--- src/rtl/tank_input_pkg.sv ---
// -----------------------------------------------------------------------------
// tank_input_pkg
// Shared types and constants for the per-player keyboard action decoder.
//   action_e        : keymap action index (UP, DOWN, LEFT, RIGHT, FIRE)
//   dir_e           : 8-way facing, 0 = N, increasing clockwise
//   NUM_ACTIONS     : number of bindable actions per player
//   HID_ROLLOVER    : HID "ErrorRollOver" usage code; it poisons a whole report
//   DEFAULT_KEYMAP  : keymap contents after reset, indexed [player][action]
//   dir_from_keys() : net-axis resolution of four direction keys into dir_e
// -----------------------------------------------------------------------------
package tank_input_pkg;

  typedef enum logic [2:0] {
    ACT_UP    = 3'd0,
    ACT_DOWN  = 3'd1,
    ACT_LEFT  = 3'd2,
    ACT_RIGHT = 3'd3,
    ACT_FIRE  = 3'd4
  } action_e;

  typedef enum logic [2:0] {
    DIR_N  = 3'd0,
    DIR_NE = 3'd1,
    DIR_E  = 3'd2,
    DIR_SE = 3'd3,
    DIR_S  = 3'd4,
    DIR_SW = 3'd5,
    DIR_W  = 3'd6,
    DIR_NW = 3'd7
  } dir_e;

  localparam int          NUM_ACTIONS  = 5;
  localparam logic [7:0]  HID_ROLLOVER = 8'h01;

  // P0: WASD + space, P1: arrow keys + enter, P2/P3 unbound.
  localparam logic [7:0] DEFAULT_KEYMAP [4][NUM_ACTIONS] = '{
    '{8'h1A, 8'h16, 8'h04, 8'h07, 8'h2C},
    '{8'h52, 8'h51, 8'h50, 8'h4F, 8'h28},
    '{8'h00, 8'h00, 8'h00, 8'h00, 8'h00},
    '{8'h00, 8'h00, 8'h00, 8'h00, 8'h00}
  };

  // Opposite keys cancel their axis. The result is only meaningful when at
  // least one net axis is active; the caller qualifies it.
  function automatic dir_e dir_from_keys(input logic up, input logic down,
                                         input logic left, input logic right);
    logic v;
    logic h;
    dir_e d;
    v = up ^ down;
    h = left ^ right;
    if (v && up) begin
      d = h ? (right ? DIR_NE : DIR_NW) : DIR_N;
    end else if (v) begin
      d = h ? (right ? DIR_SE : DIR_SW) : DIR_S;
    end else begin
      d = right ? DIR_E : DIR_W;
    end
    return d;
  endfunction

endpackage

--- src/rtl/key_slot_match.sv ---
// -----------------------------------------------------------------------------
// key_slot_match
// Combinational check of one bound usage code against every keycode slot of
// a USB HID report. Code 0x00 means "unbound" and never matches.
// Ports:
//   code_i  [7:0]            usage code to look for
//   slots_i [NUM_SLOTS*8-1:0] packed report bytes, slot 0 in [7:0]
//   hit_o                    code is nonzero and present in some slot
// -----------------------------------------------------------------------------
module key_slot_match #(
  parameter int NUM_SLOTS = 8
) (
  input  logic [7:0]             code_i,
  input  logic [NUM_SLOTS*8-1:0] slots_i,
  output logic                   hit_o
);

  logic any_eq;

  always_comb begin
    any_eq = 1'b0;
    for (int s = 0; s < NUM_SLOTS; s++) begin
      if (slots_i[s*8 +: 8] == code_i) any_eq = 1'b1;
    end
    hit_o = any_eq && (code_i != 8'h00);
  end

endmodule

--- src/rtl/key_action_decoder.sv ---
// -----------------------------------------------------------------------------
// key_action_decoder
// Once per frame, samples the USB keycode report, looks up each player's
// bound keys in a runtime-writable keymap and produces registered per-player
// movement and shot requests with a frame-counted fire cooldown.
//
// Ports:
//   clk, reset_n             100 MHz clock, asynchronous active-low reset
//   frame_tick               one-cycle pulse per frame; all decode happens here
//   enable                   game-running qualifier for move_valid/shoot_req
//   keycodes                 NUM_SLOTS packed report bytes, slot 0 in [7:0]
//   map_we/player/action/code  keymap write port, effective next cycle
//   move_valid[p]            a net movement axis is active
//   move_dir[3p+:3]          dir_e facing; held while no axis is active
//   shoot_req[p]             one-frame shot request
//   cooldown_busy[p]         fire cooldown counter is nonzero
//
// Handshake: there is no backpressure. Outputs are registered, change only on
// the clock after a frame_tick and are stable for the whole following frame.
//
// Build option: define AUTOFIRE_EN to let a held FIRE key re-fire every time
// the cooldown expires (period COOLDOWN_FRAMES+1 frames). Without it only a
// new press of FIRE can shoot.
// -----------------------------------------------------------------------------
module key_action_decoder
  import tank_input_pkg::*;
#(
  parameter int NUM_PLAYERS     = 2,
  parameter int NUM_SLOTS       = 8,
  parameter int COOLDOWN_FRAMES = 8
) (
  input  logic                     clk,
  input  logic                     reset_n,
  input  logic                     frame_tick,
  input  logic                     enable,
  input  logic [NUM_SLOTS*8-1:0]   keycodes,
  input  logic                     map_we,
  input  logic [1:0]               map_player,
  input  logic [2:0]               map_action,
  input  logic [7:0]               map_code,
  output logic [NUM_PLAYERS-1:0]   move_valid,
  output logic [NUM_PLAYERS*3-1:0] move_dir,
  output logic [NUM_PLAYERS-1:0]   shoot_req,
  output logic [NUM_PLAYERS-1:0]   cooldown_busy
);

  localparam logic [7:0] CD_LOAD = 8'(COOLDOWN_FRAMES);

  logic [7:0] keymap_q [NUM_PLAYERS][NUM_ACTIONS];
  wire  [NUM_PLAYERS*NUM_ACTIONS-1:0] match_w;
  logic rollover;

  // Out-of-range player/action indices simply never select an entry.
  always_ff @(posedge clk or negedge reset_n) begin
    if (!reset_n) begin
      for (int p = 0; p < NUM_PLAYERS; p++) begin
        for (int a = 0; a < NUM_ACTIONS; a++) begin
          keymap_q[p][a] <= DEFAULT_KEYMAP[p][a];
        end
      end
    end else begin
      for (int p = 0; p < NUM_PLAYERS; p++) begin
        for (int a = 0; a < NUM_ACTIONS; a++) begin
          if (map_we && (map_player == 2'(p)) && (map_action == 3'(a))) begin
            keymap_q[p][a] <= map_code;
          end
        end
      end
    end
  end

  // A rollover code anywhere means the keyboard could not report the real
  // key set, so the whole report is untrustworthy.
  always_comb begin
    rollover = 1'b0;
    for (int s = 0; s < NUM_SLOTS; s++) begin
      if (keycodes[s*8 +: 8] == HID_ROLLOVER) rollover = 1'b1;
    end
  end

  for (genvar p = 0; p < NUM_PLAYERS; p++) begin : g_player
    for (genvar a = 0; a < NUM_ACTIONS; a++) begin : g_action
      key_slot_match #(
        .NUM_SLOTS (NUM_SLOTS)
      ) u_match (
        .code_i  (keymap_q[p][a]),
        .slots_i (keycodes),
        .hit_o   (match_w[p*NUM_ACTIONS + a])
      );
    end

    logic [NUM_ACTIONS-1:0] held_q, held_d;
    logic [7:0]             cd_q, cd_d;
    logic                   mv_q, mv_d;
    logic [2:0]             dir_q, dir_d;
    logic                   shoot_q, shoot_d;
    logic                   axis_v, axis_h, fire_req;

    always_comb begin
      held_d   = held_q;
      cd_d     = cd_q;
      mv_d     = mv_q;
      dir_d    = dir_q;
      shoot_d  = shoot_q;
      axis_v   = 1'b0;
      axis_h   = 1'b0;
      fire_req = 1'b0;
      if (frame_tick) begin
        // held_q doubles as the previous-frame FIRE flag; on a discarded
        // report it is unchanged, so no fire edge can appear that frame.
        if (!rollover) held_d = match_w[p*NUM_ACTIONS +: NUM_ACTIONS];
        axis_v = held_d[ACT_UP] ^ held_d[ACT_DOWN];
        axis_h = held_d[ACT_LEFT] ^ held_d[ACT_RIGHT];
`ifdef AUTOFIRE_EN
        fire_req = held_d[ACT_FIRE];
`else
        fire_req = held_d[ACT_FIRE] & ~held_q[ACT_FIRE];
`endif
        shoot_d = fire_req && (cd_q == 8'd0) && enable;
        mv_d    = enable && (axis_v || axis_h);
        if (enable && (axis_v || axis_h)) begin
          dir_d = dir_from_keys(held_d[ACT_UP], held_d[ACT_DOWN],
                                held_d[ACT_LEFT], held_d[ACT_RIGHT]);
        end
        if (shoot_d) begin
          cd_d = CD_LOAD;
        end else if (cd_q != 8'd0) begin
          cd_d = cd_q - 8'd1;
        end
      end
    end

    always_ff @(posedge clk or negedge reset_n) begin
      if (!reset_n) begin
        held_q  <= '0;
        cd_q    <= 8'd0;
        mv_q    <= 1'b0;
        dir_q   <= 3'd0;
        shoot_q <= 1'b0;
      end else begin
        held_q  <= held_d;
        cd_q    <= cd_d;
        mv_q    <= mv_d;
        dir_q   <= dir_d;
        shoot_q <= shoot_d;
      end
    end

    assign move_valid[p]     = mv_q;
    assign move_dir[p*3 +: 3] = dir_q;
    assign shoot_req[p]      = shoot_q;
    assign cooldown_busy[p]  = (cd_q != 8'd0);
  end

endmodule

--- config.mk ---
export PLATFORM = sky130hd
export DESIGN_NAME = key_action_decoder
export DESIGN_NICKNAME = d
export VERILOG_FILES = /design/src/rtl/tank_input_pkg.sv /design/src/rtl/key_slot_match.sv /design/src/rtl/key_action_decoder.sv
export SDC_FILE = /design/constraint.sdc
export NUM_CORES = 1
export LEC_CHECK = 0
export CORE_MARGIN = 1
export CORE_UTILIZATION = 29
export DETAILED_ROUTE_END_ITERATION = 16
export HOLD_SLACK_MARGIN = 0.03
export PLACE_DENSITY = 0.47
export SYNTH_ARGS = -nofsm -noshare
export SYNTH_HDL_FRONTEND = slang
export SYNTH_HIERARCHICAL = 1
export SYNTH_SLANG_ARGS = --single-unit
--- constraint.sdc ---
create_clock -name clk -period 3.6 [get_ports clk]
set_input_delay 0.9 -clock clk [delete_from_list [all_inputs] [get_ports clk]]
set_output_delay 0.9 -clock clk [all_outputs]
set_load 0.005 [all_outputs]
* Word level (Yosys, flattened, before mapping)
Index checks and enable logic that the tools add are counted.
W data, S select, Z words.
** Storage, ports and cells
- Word-level logic and storage cells :: 287
- Flip-flop bits (word level) :: 116
- Bits of input ports :: 82
- Output and inout port bits :: 12
** Operators by class
- Muxes and demuxes :: 110
- Bitwise operators :: 8
- $add $sub $neg :: 2
- Reduce and logical (&&, ||, !) cells :: 54
- Equal/unequal tests :: 93
** Operators by type and width (count)
- $eq A8 B8 Y1 :: 80
- $reduce_bool A8 Y1 :: 12
- $mux W1 :: 88
- $eq A8 B1 Y1 const B :: 8
- $mux W3 :: 14
- $mux W8 :: 4
- $logic_and A1 B1 Y1 :: 30
- $mux W5 :: 4
- $logic_not A8 Y1 :: 2
- $sub A8 B1 Y8 const B :: 2
- $reduce_and A2 Y1 :: 4
- $eq A3 B2 Y1 const B :: 2
- $reduce_bool A2 Y1 :: 2
- $xor A1 B1 Y1 :: 4
- $eq A3 B1 Y1 const B :: 1
- $eq A3 B3 Y1 const B :: 1
- $logic_not A3 Y1 :: 1
- $and A1 B1 Y1 :: 2
- $eq A2 B1 Y1 const B :: 1
- $logic_not A2 Y1 :: 1
- $logic_or A1 B1 Y1 :: 2
- $not A1 Y1 :: 2

* Depth between registers and ports, before layout
- Depth after elaboration :: 17
- Mapped depth :: 13
- Depth with buffers taken out :: 12

* By module
Netlist, hierarchy kept.
** By module, submodules not included
- key_slot_match :: area each 813.3 um2, sequential area each 0.0 um2, times used 10, cells an instance 99
- key_action_decoder :: area each 5251.3 um2, sequential area each 2937.8 um2, times used 1, cells an instance 410

* Worst setup path after synthesis
No wires, ideal clock.
- Kind :: input to register
- From :: input port keycodes[16]
- To :: register g_player[0].dir_q[1]
- Path slack :: 0.570 ns
- Setup time :: 0.125 ns
- Required time :: 3.475 ns
- Stages :: 10
- Path buffers :: 1
- Arrival time :: 2.905 ns
- Cells stage by stage :: nor4b_1 -> nand2_1 -> nand4_1 -> nor2_1 -> buf_2 -> mux2_2 -> ha_1 -> nand2_1 -> nand2_1 -> mux2_2
** Between the ends
- Cells in the longest elaborated chain, start to end :: 14
** RTL lines
- start, declared :: line key_action_decoder.sv:36 : input logic [NUM_SLOTS*8-1:0] keycodes,
- $eq A8 B8 Y1 :: line key_slot_match.sv:23 : if (slots_i[s*8 +: 8] == code_i) any_eq = 1'b1;
- $mux W1 (6 in series) :: line key_slot_match.sv:23
- $logic_and A1 B1 Y1 :: line key_slot_match.sv:25 : hit_o = any_eq && (code_i != 8'h00);
- $mux W5 (*) :: line key_action_decoder.sv:111 : if (!rollover) held_d = match_w[p*NUM_ACTIONS +: NUM_ACTIONS];
- $mux W5 (*) :: line key_action_decoder.sv:108 : if (frame_tick) begin
- $mux W3 (tied with other cells) :: line tank_input_pkg.sv:55 : d = h ? (right ? DIR_SE : DIR_SW) : DIR_S;
- $mux W3 or $logic_or A1 B1 Y1 (tied branches) :: line tank_input_pkg.sv:55, key_action_decoder.sv:121
- $mux W3 or $logic_and A1 B1 Y1 (tied branches) :: line tank_input_pkg.sv:54, key_action_decoder.sv:121
- $mux W3 or $reduce_and A2 Y1 (tied branches)
- end signal, assigned :: line key_action_decoder.sv:144 : dir_q <= dir_d;
- end, declared :: line key_action_decoder.sv:95 : logic [2:0] dir_q, dir_d;
Every way passes the cells marked *; elsewhere a longest branch is shown, timed or not. The select of a mux whose other input is x is not followed.
A chain may end at the register's enable or synchronous reset.

* Worst setup path in the final report
- From :: input port keycodes[43]
- To :: register g_player[0].dir_q[2]
** Between the ends
- Cells in the longest elaborated chain, start to end :: 11
** RTL lines
- $eq A8 B8 Y1 (*) :: line key_slot_match.sv:23
- $mux W1 (*) (3 in series) :: line key_slot_match.sv:23
- $logic_and A1 B1 Y1 (*) :: line key_slot_match.sv:25
- via match_w[2] :: line key_action_decoder.sv:50 : wire [NUM_PLAYERS*NUM_ACTIONS-1:0] match_w;
- $mux W5 (*) :: line key_action_decoder.sv:111
- $mux W5 (*) :: line key_action_decoder.sv:108
- $xor A1 B1 Y1 (*) :: line tank_input_pkg.sv:51, key_action_decoder.sv:113
- $mux W3 or $logic_or A1 B1 Y1 (tied branches) :: line tank_input_pkg.sv:55, key_action_decoder.sv:121
- $mux W3 or $logic_and A1 B1 Y1 (tied branches) :: line tank_input_pkg.sv:54, key_action_decoder.sv:121
- $mux W3 or $reduce_and A2 Y1 (tied branches)
The timed path passes the listed nets; every way through them passes the cells marked *. The select of a mux whose other input is x is not followed.

==> results.json <==
{
  "power.leakage_nw": 6.027,
  "multiInputGateArea_mm2": 0.009595,
  "portBuffers": 93,
  "dr.pass1.iters": 5,
  "clock_latency_ps": 430,
  "grt_max_degree": 56,
  "area_growth_pct": 25.44,
  "slew_violations": 0,
  "avgRoutedWirePerCell_um": 21.81,
  "grt_use_total_pct": 20.64,
  "irDropWorstVdd_uv": 474.3,
  "clockPowerShare_pct": 21.7,
  "dieWidth_um": 216.8,
  "maxCapViolCount": 0,
  "worst_slack_ps": 76.93,
  "path_clk_slew_ps": 60,
  "p_seq_share_pct": 37.7,
  "core_mm2": 0.04548,
  "critPathArrivalTime_ps": 3830,
  "utilization_pct": 36.92,
  "async_flop_share_pct": 100.0,
  "pwr-share-comb_pct": 40.6,
  "wirelength_um": 48180,
  "synth_edf_count": 0,
  "ioPinCount": 94,
  "internal-power_w": 0.004354,
  "fin_skew_ps": 19.80,
  "max_freq_mhz": 283.8,
  "rows": 78,
  "grt_pass1_vias": 11668,
  "dp_hpwl_um": 38720,
  "initial_core_util_pct": 29.43,
  "synthFlopType": "dfrtp_1",
  "timing.critical_path.mode_cell": "buf_4",
  "drive_gt1_share_pct": 23.45,
  "fin_tns_setup_ps": 0,
  "min_path_type": "reg2reg",
  "power_switching_w": 0.002905,
  "status": "finished clean",
  "vias_per_cell": 5.175,
  "clock_sinks": 116,
  "pre_cts_slack_ps": -594.1,
  "ys_types": 50,
  "synth_nets": 1492,
  "synthCells": 1400,
  "cts_inserted_buffers": 17,
  "post-synth-top-count-cell": "xnor2_1",
  "fp.dieArea_mm2": 0.04702,
  "path_delay_family": "buffers and inverters",
  "nNetsFinal": 1687,
  "synth_top_cells_by_count": "xnor2_1, xor2_1, nand4_1",
  "ant_nets": 0,
  "slowest_stage": "clkdlybuf4s50_1",
  "regArea_mm2": 0.002938,
  "startpoint_type": "primary input",
  "worstPathCellList": "clkdlybuf4s50_1, buf_4, buf_4, xnor2_1, nand4_1, nor2_1, a2111oi_2, a22oi_2, mux2i_1, ha_1, nand2_1, a21oi_2, o21bai_1, nand3_1",
  "setup_viol": 0,
  "path_class": "in2reg",
  "worst-path-max-fanout": 4,
  "fp.dieH_um": 216.8,
  "grt_first_pass_wirelength_um": 73150,
  "overflow": 0,
  "ys_ff_latch": 116,
  "crit_path_end_kind": "flop",
  "worst_slew_pin_slew_ps": 771.1,
  "cp.buffers_inverters": 3,
  "avgSynthCellArea_um2": 9.560,
  "p_per_area_mw_per_mm2": 432.4,
  "hold_slack_ps": 492.0,
  "drt_iter0_drc": 854,
  "clock_path_buffers": 2,
  "htreeDepth": 4,
  "reg2reg_setup_slack_ps": 380,
  "yosysWarnings": 6,
  "synth_area_leaders": "xnor2_1, dfrtp_1, xor2_1",
  "max_slew_margin_pct": 48.59,
  "synth_top_area_share_pct": 31.54,
  "synthesis.area_mm2": 0.01338,
  "postCtsHoldBufs": 0,
  "rsz0062_at_grt": "true",
  "drc": 0,
  "worstPathRequired_ps": 3910,
  "cpPeakStageDelay_ps": 590,
  "antenna_found_initial": 4,
  "min_period_ps": 3523,
  "cts_root_buf": "clkbuf_16",
  "yosysSeqAreaShare_pct": 21.95,
  "vias": 11431,
  "cts_tree": "done",
  "nFillCells": 4652,
  "yosysTopAreaCell": "xnor2_1",
  "post-route-period-util_pct": 97.86,
  "hold_viol": 0,
  "switching_share_pct": 40.02,
  "gp_congestion": 0.9083
}
kinds of logic after synthesis:
logic type	after synthesis	share of synthesized area (%)
and+or+nand+nor	350	14.67
muxes	107	8.928
AOI/OAI and AO/OA	67	3.870
buffers and inverters	108	7.638
xor gates and xnor gates	642	42.01
adders and majority gates	10	0.9348
DFF	116	21.95
state kept, by name (all words and copies together) (netlist names):
signal            cells
g_player.cd_q        16
g_player.dir_q        6
g_player.held_q      10
g_player.mv_q         2
g_player.shoot_q      2
keymap_q             80
placed cells by master, fill, tap and decap left out, drive strengths merged, types with 5 or more instances in the layout:
master	instances
xnor2	482
buf	182
xor2	160
nand4	122
mux2	99
clkdlybuf4s50	91
dfrtp	88
nor2	70
nor4	70
nand2	35
dfstp	28
clkbuf	20
a2111oi	20
o21ai	14
inv	12
nor3	11
nand3	10
ha	10
a22oi	10
nor4b	8
mux2i	8
clkinvlp	6
nand2b	5
cell type report:
cell class              count  share of cell area [%]
flip-flops and latches    116                   17.50
repair buffers            274                   17.33
well taps                 600                   4.472
inverters                  10                  0.2236
clock buffers              20                   2.661
clock inverters            12                  0.6409
multi-input cells        1176                   57.15
diodes                      1                 0.01491
through the flow:
| step | total power (W) | area, µm² | cells |
|---|---|---|---|
| detailed placement | 0.005607 | 16050 | 2176 |
| finish | 0.007259 | 16790 | 2209 |
| global route | 0.007685 | 16790 | 2209 |
| global placement | 0.005508 | 16050 | 2176 |
| floorplan | 0.004696 | 13380 | 1400 |
| CTS | 0.007229 | 16640 | 2208 |
power by group through the flow:
stage                     Clock [W]  Sequential [W]  Combinational (W)
final                       0.00158         0.00274            0.00294
after global routing        0.00168         0.00278            0.00323
after CTS                   0.00162         0.00270            0.00291
after detailed placement          0         0.00272            0.00288
after global placement            0         0.00271            0.00280
after floorplan                   0         0.00183            0.00287
metal layers:
| layer | GRT usage (%) | routed length (µm) |
|---|---|---|
| met5 | 0 | 42 |
| met1 | 27.66 | 21730 |
| met3 | 3.760 | 2853 |
| met2 | 33.28 | 22250 |
| met4 | 6.831 | 1309 |
worst min-delay path: stages (launching register included):
cell and delay [ps]:
dfrtp_1 350, nand2_1 50, o31ai_1 60
what timing repair did:
item                       4_1_cts  5_1_grt
pin swaps                        0        5
setup buffers                    0        0
gates resized for setup          7       29
hold endpoints to repair         0        0
setup endpoints to repair        6        8
path summary, 6_finish.rpt:
kind	startpoint	endpoint	cells after the start
min	g_player[1].shoot_q$_DFFE_PN0P_	g_player[1].shoot_q$_DFFE_PN0P_	2
max reg2reg	keymap_q[53]$_DFFE_PN0P_	g_player[0].dir_q[2]$_DFFE_PN0P_	12
min reg2reg	g_player[1].shoot_q$_DFFE_PN0P_	g_player[1].shoot_q$_DFFE_PN0P_	2
max in group asynchronous	reset_n	keymap_q[5]$_DFFE_PN1P_	2
min in group asynchronous	reset_n	keymap_q[29]$_DFFE_PN0P_	1
max	keycodes[43]	g_player[0].dir_q[2]$_DFFE_PN0P_	14
(Power assumes the default switching activity.)
